### src/rtl/uart_pkg.sv
// rtl/uart_pkg.sv - shared UART framing constants, state encoding and parity helpers
package uart_pkg;

  localparam int TX_STATE_W = 3;

  localparam int DATA_WIDTH_MIN = 5;
  localparam int DATA_WIDTH_MAX = 9;

  localparam logic [2:0] PAR_NONE  = 3'b000;
  localparam logic [2:0] PAR_EVEN  = 3'b001;
  localparam logic [2:0] PAR_ODD   = 3'b010;
  localparam logic [2:0] PAR_MARK  = 3'b011;
  localparam logic [2:0] PAR_SPACE = 3'b100;

  typedef enum logic [TX_STATE_W-1:0] {
    ST_IDLE   = 3'd0,
    ST_SYNC   = 3'd1,
    ST_START  = 3'd2,
    ST_DATA   = 3'd3,
    ST_PARITY = 3'd4,
    ST_STOP   = 3'd5
  } tx_state_t;

  // Codes 101..111 behave like PAR_NONE: no parity slot on the line.
  function automatic logic parity_enabled(input logic [2:0] mode);
    logic en;
    case (mode)
      PAR_EVEN, PAR_ODD, PAR_MARK, PAR_SPACE: en = 1'b1;
      default:                                en = 1'b0;
    endcase
    return en;
  endfunction

endpackage

### src/rtl/uart_parity_calc.sv
// rtl/uart_parity_calc.sv - combinational parity bit generator shared by TX framer and RX checker
module uart_parity_calc
  import uart_pkg::*;
#(
  parameter int DATA_WIDTH = 8
) (
  input  logic [DATA_WIDTH-1:0] data,
  input  logic [2:0]            mode,
  input  logic                  fault,
  output logic                  parity
);

  logic nominal;

  // Pick the nominal parity for the mode, then flip it only when a parity slot exists.
  always_comb begin
    nominal = 1'b0;
    case (mode)
      PAR_EVEN:  nominal = ^data;
      PAR_ODD:   nominal = ~^data;
      PAR_MARK:  nominal = 1'b1;
      PAR_SPACE: nominal = 1'b0;
      default:   nominal = 1'b0;
    endcase
    parity = nominal ^ (fault & parity_enabled(mode));
  end

endmodule

### src/rtl/uart_tx_framer.sv
// rtl/uart_tx_framer.sv - UART transmit framer: handshake in, start/data/parity/stop bits out
module uart_tx_framer
  import uart_pkg::*;
#(
  parameter int DATA_WIDTH = 8,
  parameter int STATE_W    = 3
) (
  input  logic                  HCLK,
  input  logic                  HRESETn,
  input  logic                  baud_tick,
  input  logic [2:0]            cfg_parity_mode,
  input  logic                  cfg_two_stop,
  input  logic                  parity_fault_injection,
  input  logic [DATA_WIDTH-1:0] tx_data,
  input  logic                  tx_valid,
  output logic                  tx_ready,
  output logic                  tx_out,
  output logic                  busy,
  output logic                  frame_done
);

  localparam int                CNT_W    = $clog2(DATA_WIDTH);
  localparam logic [CNT_W-1:0] LAST_BIT = CNT_W'(DATA_WIDTH - 1);

  generate
    if (DATA_WIDTH < DATA_WIDTH_MIN || DATA_WIDTH > DATA_WIDTH_MAX) begin : g_bad_width
      $error("uart_tx_framer: DATA_WIDTH out of range");
    end
    if (STATE_W != TX_STATE_W) begin : g_bad_state_w
      $error("uart_tx_framer: STATE_W must match the package state encoding");
    end
  endgenerate

  tx_state_t             state;
  logic [DATA_WIDTH-1:0] data_q;
  logic [2:0]            mode_q;
  logic                  two_stop_q;
  logic                  parity_q;
  logic [CNT_W-1:0]      bit_cnt;
  logic                  second_stop;
  logic                  parity_bit;

  uart_parity_calc #(
    .DATA_WIDTH (DATA_WIDTH)
  ) u_parity (
    .data   (tx_data),
    .mode   (cfg_parity_mode),
    .fault  (parity_fault_injection),
    .parity (parity_bit)
  );

  // Frame sequencer: each bit state holds its line value until the next tick, then loads the next one.
  always_ff @(posedge HCLK or negedge HRESETn) begin
    if (!HRESETn) begin
      state       <= ST_IDLE;
      tx_out      <= 1'b1;
      tx_ready    <= 1'b1;
      busy        <= 1'b0;
      frame_done  <= 1'b0;
      bit_cnt     <= '0;
      data_q      <= '0;
      mode_q      <= PAR_NONE;
      two_stop_q  <= 1'b0;
      parity_q    <= 1'b0;
      second_stop <= 1'b0;
    end else begin
      frame_done <= 1'b0;
      case (state)
        ST_IDLE: begin
          // A tick coinciding with the accept is deliberately ignored; SYNC waits for a fresh one.
          if (tx_valid && tx_ready) begin
            data_q      <= tx_data;
            mode_q      <= cfg_parity_mode;
            two_stop_q  <= cfg_two_stop;
            parity_q    <= parity_bit;
            bit_cnt     <= '0;
            second_stop <= 1'b0;
            tx_ready    <= 1'b0;
            busy        <= 1'b1;
            state       <= ST_SYNC;
          end
        end
        ST_SYNC: begin
          if (baud_tick) begin
            tx_out <= 1'b0;
            state  <= ST_START;
          end
        end
        ST_START: begin
          if (baud_tick) begin
            bit_cnt <= '0;
            tx_out  <= data_q[0];
            state   <= ST_DATA;
          end
        end
        ST_DATA: begin
          if (baud_tick) begin
            if (bit_cnt == LAST_BIT) begin
              if (parity_enabled(mode_q)) begin
                tx_out <= parity_q;
                state  <= ST_PARITY;
              end else begin
                tx_out <= 1'b1;
                state  <= ST_STOP;
              end
            end else begin
              bit_cnt <= bit_cnt + 1'b1;
              data_q  <= data_q >> 1;
              tx_out  <= data_q[1];
            end
          end
        end
        ST_PARITY: begin
          if (baud_tick) begin
            tx_out <= 1'b1;
            state  <= ST_STOP;
          end
        end
        ST_STOP: begin
          if (baud_tick) begin
            if (two_stop_q && !second_stop) begin
              second_stop <= 1'b1;
            end else begin
              tx_ready   <= 1'b1;
              busy       <= 1'b0;
              frame_done <= 1'b1;
              state      <= ST_IDLE;
            end
          end
        end
        default: begin
          tx_out   <= 1'b1;
          tx_ready <= 1'b1;
          busy     <= 1'b0;
          state    <= ST_IDLE;
        end
      endcase
    end
  end

endmodule

### config.mk
export PLATFORM = sky130hd
export DESIGN_NAME = uart_tx_framer
export DESIGN_NICKNAME = d
export VERILOG_FILES = /design/src/rtl/uart_pkg.sv /design/src/rtl/uart_parity_calc.sv /design/src/rtl/uart_tx_framer.sv
export SDC_FILE = /design/constraint.sdc
export NUM_CORES = 1
export LEC_CHECK = 0
export CAP_MARGIN = 30
export CORE_UTILIZATION = 40
export CTS_CLUSTER_SIZE = 24
export DETAILED_ROUTE_END_ITERATION = 8
export GPL_ROUTABILITY_DRIVEN = 0
export PLACE_DENSITY = 0.64
export SYNTH_ARGS = -nofsm -noshare
export SYNTH_HDL_FRONTEND = slang
export SYNTH_SLANG_ARGS = --single-unit
### constraint.sdc
create_clock -name HCLK -period 4.2 [get_ports HCLK]
set_input_delay 0.84 -clock HCLK [delete_from_list [all_inputs] [get_ports HCLK]]
set_output_delay 0.84 -clock HCLK [all_outputs]
set_load 0.02 [all_outputs]
Yosys cells after proc, flatten, opt, wreduce, memory -nomap -nowiden --
Cells that the tools add are included.
Word-level totals: register bits after elaboration 24, bits in latches 0, RAM bits 0, bits in read-only memories 0, input bits 17, output and inout bits 4, word-level logic and storage cells 106, memories kept 0
Cells by class: add/sub/neg operators 1, multipliers 0, divide/modulo/power cells 0, $lt $le $gt $ge 0, equality and inequality tests 24, shift-type cells 0, multiplexer cells 46, bitwise gates (word level) 4, reductions and logical operators 20
Operators by type and width (count):
- $mux W3 | 12
- $mux W8 | 3
- $mux W1 | 23
- $ne A2 B2 Y1 const B | 10
- $eq A3 B2 Y1 const B | 6
- $pmux W3 S6 | 1
- $pmux W8 S2 | 1
- $eq A3 B3 Y1 const B | 5
- $reduce_and A4 Y1 | 3
- $reduce_or A4 Y1 | 3
- $reduce_and A5 Y1 | 2
- $eq A3 B1 Y1 const B | 3
- $pmux W1 S3 | 3
- $pmux W3 S3 | 1
- $reduce_and A8 Y1 | 1
- $reduce_xnor A8 Y1 | 1
- $reduce_xor A8 Y1 | 1
- $pmux W1 S5 | 1
- $reduce_bool A2 Y1 | 2
- $add A3 B1 Y3 const B | 1
- $logic_not A3 Y1 | 1
- $reduce_bool A3 Y1 | 1
- $logic_and A1 B1 Y1 | 2
- $not A1 Y1 | 2
- other kinds (6) | 6

Longest topological paths before layout --
depth in word-level cells 10, gate-level depth with buffers 8, gate-level depth less buffers 7

Hierarchy --
From an unflattened synthesis, not the netlist that was laid out.
Unflattened totals: cells, all modules 137, area, all modules 1450.1 µm²
By module, submodules not included:
- uart_tx_framer | instances 1, cells an instance 120, area each 1326.3 µm², sequential area each 603.1 µm²
- uart_parity_calc | instances 1, cells an instance 17, area each 123.9 µm², sequential area each 0.0 µm²

Worst setup path before layout --
No wires, ideal clock.
path type input -> register, from input port tx_data[0], to register parity_q, data arrival time 1.776 ns, setup slack 2.305 ns, stages on the path 6, path buffers 0, cell sequence xnor2_1 > xnor2_1 > xnor2_1 > mux2i_1 > nand4_1 > o21a_1
On the way: word-level cells in the longest chain between the ends 3
Ends and longest elaborated chain:
- start: declaration | line uart_tx_framer.sv:14 | input logic [DATA_WIDTH-1:0] tx_data,
- $reduce_xnor A8 Y1 / $reduce_xor A8 Y1 (equally long branches) | line uart_parity_calc.sv:20, uart_parity_calc.sv:19
- $pmux W1 S3 * | line uart_parity_calc.sv:18 | case (mode)
- $xor A1 B1 Y1 * | line uart_parity_calc.sv:25 | parity = nominal ^ (fault & parity_enabled(mode));
- end signal: assignment | line uart_tx_framer.sv:75 | parity_q <= parity_bit;
- end: declaration | line uart_tx_framer.sv:38 | logic parity_q;
Every way passes the cells marked *; elsewhere a longest branch is shown, timed or not. A chain may end at the register's enable or synchronous reset.

Final worst setup path --
from register tx_ready, to output port tx_ready
RTL lines:
- start: declaration | line uart_tx_framer.sv:16 | output logic tx_ready,
- start signal: assignment | line uart_tx_framer.sv:57 | tx_ready <= 1'b1;
- start signal: assignment | line uart_tx_framer.sv:78 | tx_ready <= 1'b0;
- start signal: assignment | line uart_tx_framer.sv:124 | tx_ready <= 1'b1;
No word-level cell between the ends.

==> run_results.csv <==
group,metric,value,unit
layout,drive_gt1_share,10.7,%
run,drv_cap,0,
setup_path,worst_setup_path_end_kind,"output pin",
detailed_routing,wire_per_inst,12.5,um
yosys,synth_cell_types,36,
detailed_routing,first_pass_iters,4,
cts,clock_latency,0.31,ns
yosys,synthXorXnorAreaFrac,4.95,%
min_path,hold_class,"reg2reg",
setup_path,r2r-end,"data_q[3]",
timing,period_minus_slack,2.35,ns
cts,htree_levels,1,
placed_design,place_area,1640,um^2
cts,hold_buffers,0,
power,combPwrFrac,13.1,%
layout,fill_cells,352,
layout,multiInputGateArea,742,um^2
setup_path,cp.depth,1,
timing,hold_viol_final,0,
cts,postCtsSetupBuffers,0,
yosys,synth_top_area_share,38.9,%
timing,clock_skew,0.0123,ns
timing,slew_viol_final,0,
layout,design_area,1670,um^2
setup_path,crit_path_top_delay_cell,"clkdlybuf4s50_1",
detailed_routing,via_count,1103,
cts,cts_tree,"done",
cts,cts_resized,0,
cts,clockBufferDepth,2,
setup_path,cp.required,3.36,ns
power,seqPwrFrac,59.9,%
setup_path,crit_path_end,"tx_ready",
min_path,worstHoldPathCells,1,
floorplan,die-width,61.5,um
yosys,synth_most_common_cell,"dfrtp_1",
timing,worstMarginPinSlew,0.657,ns
timing,finalCritPeriodShare,56.0,%
yosys,synthAdderAreaFrac,1.77,%
timing,rsz0062_at_grt,"no",
yosys,synth_top_family_by_area,"simple AND/OR/NAND/NOR gates",
power,leakage,0.723,nW
yosys,synthMuxAreaShare,8.84,%
power,power_frac_clock,27.0,%
cts,cts_buffers,3,
yosys,syn_area_per_cell,9.37,um^2
run_status,status,"complete, no violations",
floorplan,io_pins,21,
power,switching_power,0.0899,mW
placed_design,dpl.hpwl,2060,um
global_routing,gr-total-overflow,0,
power,switching_share,23.3,%
yosys,ys_async_sr_fraction,100,%
detailed_routing,post_drt_via_cell_ratio,5.15,
yosys,synth_cells,151,
detailed_routing,drtIter0Drc,74,
floorplan,initial_core_util,42.1,%
layout,fin_nets,188,
cts,clk_pin_slew_worst_paths,0.14,ns
yosys,synth_seq_area_share,42.6,%
timing,finalSetupViolCount,0,
yosys,synth_area_leaders,"dfrtp_1 (39%), mux2i_1 (5.7%), a21oi_1 (5.0%)",
yosys,synth_flop_cell,"dfrtp_1",
cts,root_buffer,"clkbuf_4",
timing,holdWs,0.502,ns
yosys,syn_nets,170,
yosys,synth_edf_count,0,
global_routing,grt_pass1_wl,4550,um
layout,n_antenna_cell,0,
yosys,netlist_area,1420,um^2
detailed_routing,detail-route-antenna-nets,0,
setup_path,r2r-start,"state[0]",
setup_path,path_class,"reg2out",
layout,post-route-util,49.7,%
yosys,ys_warn_count,0,
yosys,synth-simple-area-share,18.7,%
yosys,yosys-top-cells-count,"dfrtp_1 (22), nor2_1 (18), a21oi_1 (14)",
global_routing,antenna_found_initial,0,
setup_path,worst-path-buf-inv,1,
setup_path,slowest_delay,0.61,ns
setup_path,cp_max_fo,6,
setup_path,cp_data_arrival_time,1.51,ns
placed_design,io_buffer_count,20,
global_routing,grtUsageTotal,16.2,%
detailed_routing,drc_errors,0,
floorplan,design.core.area,3360,um^2
setup_path,reg2reg_setup_slack,2.29,ns
setup_path,startpoint_type,"flip-flop",
timing,fmax,0.425,GHz
layout,seq_area,603,um^2
power,internal-power,0.296,mW
setup_path,r2r_cells,3,
yosys,synth_top_cell_by_area,"dfrtp_1",
cts,cts_sinks,24,
power,peakVddDrop,0.147,mV
global_routing,grt_pass1_vias,1072,
timing,relSlewSlack,56.1,%
setup_path,cp-startpoint,"tx_ready",
layout,area_growth_syn_to_layout,18.0,%
floorplan,fp.dieH,61.5,um
yosys,synth_compound_area_share,18.2,%
timing,tns,0,ns
setup_path,cp_top_family,"buffers and inverters",
floorplan,fp.dieArea,3780,um^2
yosys,synth_seq_cells,24,
setup_path,path_cells,"clkdlybuf4s50_1",
global_routing,grt_max_degree,21,
floorplan,rows,21,
power,p_per_area,231,nW/um^2
detailed_routing,drt_wl_total,2680,um
-- how the worst min path moves through the flow --
stage | start | endpoint | slack, ns
floorplan | bit_cnt[1] | bit_cnt[1] | 0.45
global placement | bit_cnt[1] | bit_cnt[1] | 0.46
detailed placement | parity_q | parity_q | 0.48
CTS | parity_q | parity_q | 0.51
global route | parity_q | parity_q | 0.55
finish | parity_q | parity_q | 0.50
-- power by group through the flow --
stage / combinational (mW) / clock [mW] / sequential, mW
final: 0.0506 / 0.104 / 0.231
after global routing: 0.0553 / 0.118 / 0.231
after CTS: 0.0520 / 0.108 / 0.231
after detailed placement: 0.0518 / 0 / 0.235
after global placement: 0.0483 / 0 / 0.235
after floorplan: 0.0230 / 0 / 0.236
-- through the flow --
stage	setup WS (ns)	power, mW	cells
floorplan	2.31	0.258	151
finish	1.85	0.386	214
global route	1.69	0.405	214
detailed placement	1.60	0.287	210
global placement	1.67	0.284	209
CTS	1.84	0.391	214
-- layout make-up --
cell class	instances	share of cell area (%)
clock buffers	4	1.57
inverters	7	1.57
multi-input cells	112	44.4
flip-flops and latches	24	36.1
well taps	46	3.45
repair buffers	21	12.9
-- registers in the layout, summed over array words and instances (netlist names) --
signal       cells
parity_q         1
data_q           8
frame_done       1
tx_ready         1
two_stop_q       1
bit_cnt          3
mode_q           3
second_stop      1
tx_out           1
state            3
busy             1
-- logic make-up (layout without fill, tap and decap cells) --
logic type	after synthesis	in the layout
muxes	12	12
AOI/OAI and AO/OA	40	40
buffers and inverters	15	32
DFF	24	24
xor gates and xnor gates	8	8
adders and majority gates	2	2
and+or+nand+nor	50	50
-- layer usage --
metal  global-route usage (%)  routed length, um  vias to the layer above
met5                        0                  0                        -
li1                         -                  -                      565
met2                     28.3               1290                       13
met4                     3.81                 10                        0
met1                     21.1               1320                      523
met3                     2.52                 60                        2
-- cell usage in the layout (no fill, tap or decap), types with 6 or more instances in the layout --
master | netlist | routed
a21oi_1 | 14 | 14
clkdlybuf4s50_1 | 0 | 20
dfrtp_1 | 22 | 22
inv_1 | 7 | 7
mux2i_1 | 8 | 8
nand2_1 | 11 | 11
nand3_1 | 6 | 6
nor2_1 | 18 | 18
o21ai_0 | 8 | 8
xnor2_1 | 8 | 8
No activity file was read; power rests on OpenSTA's default activity.
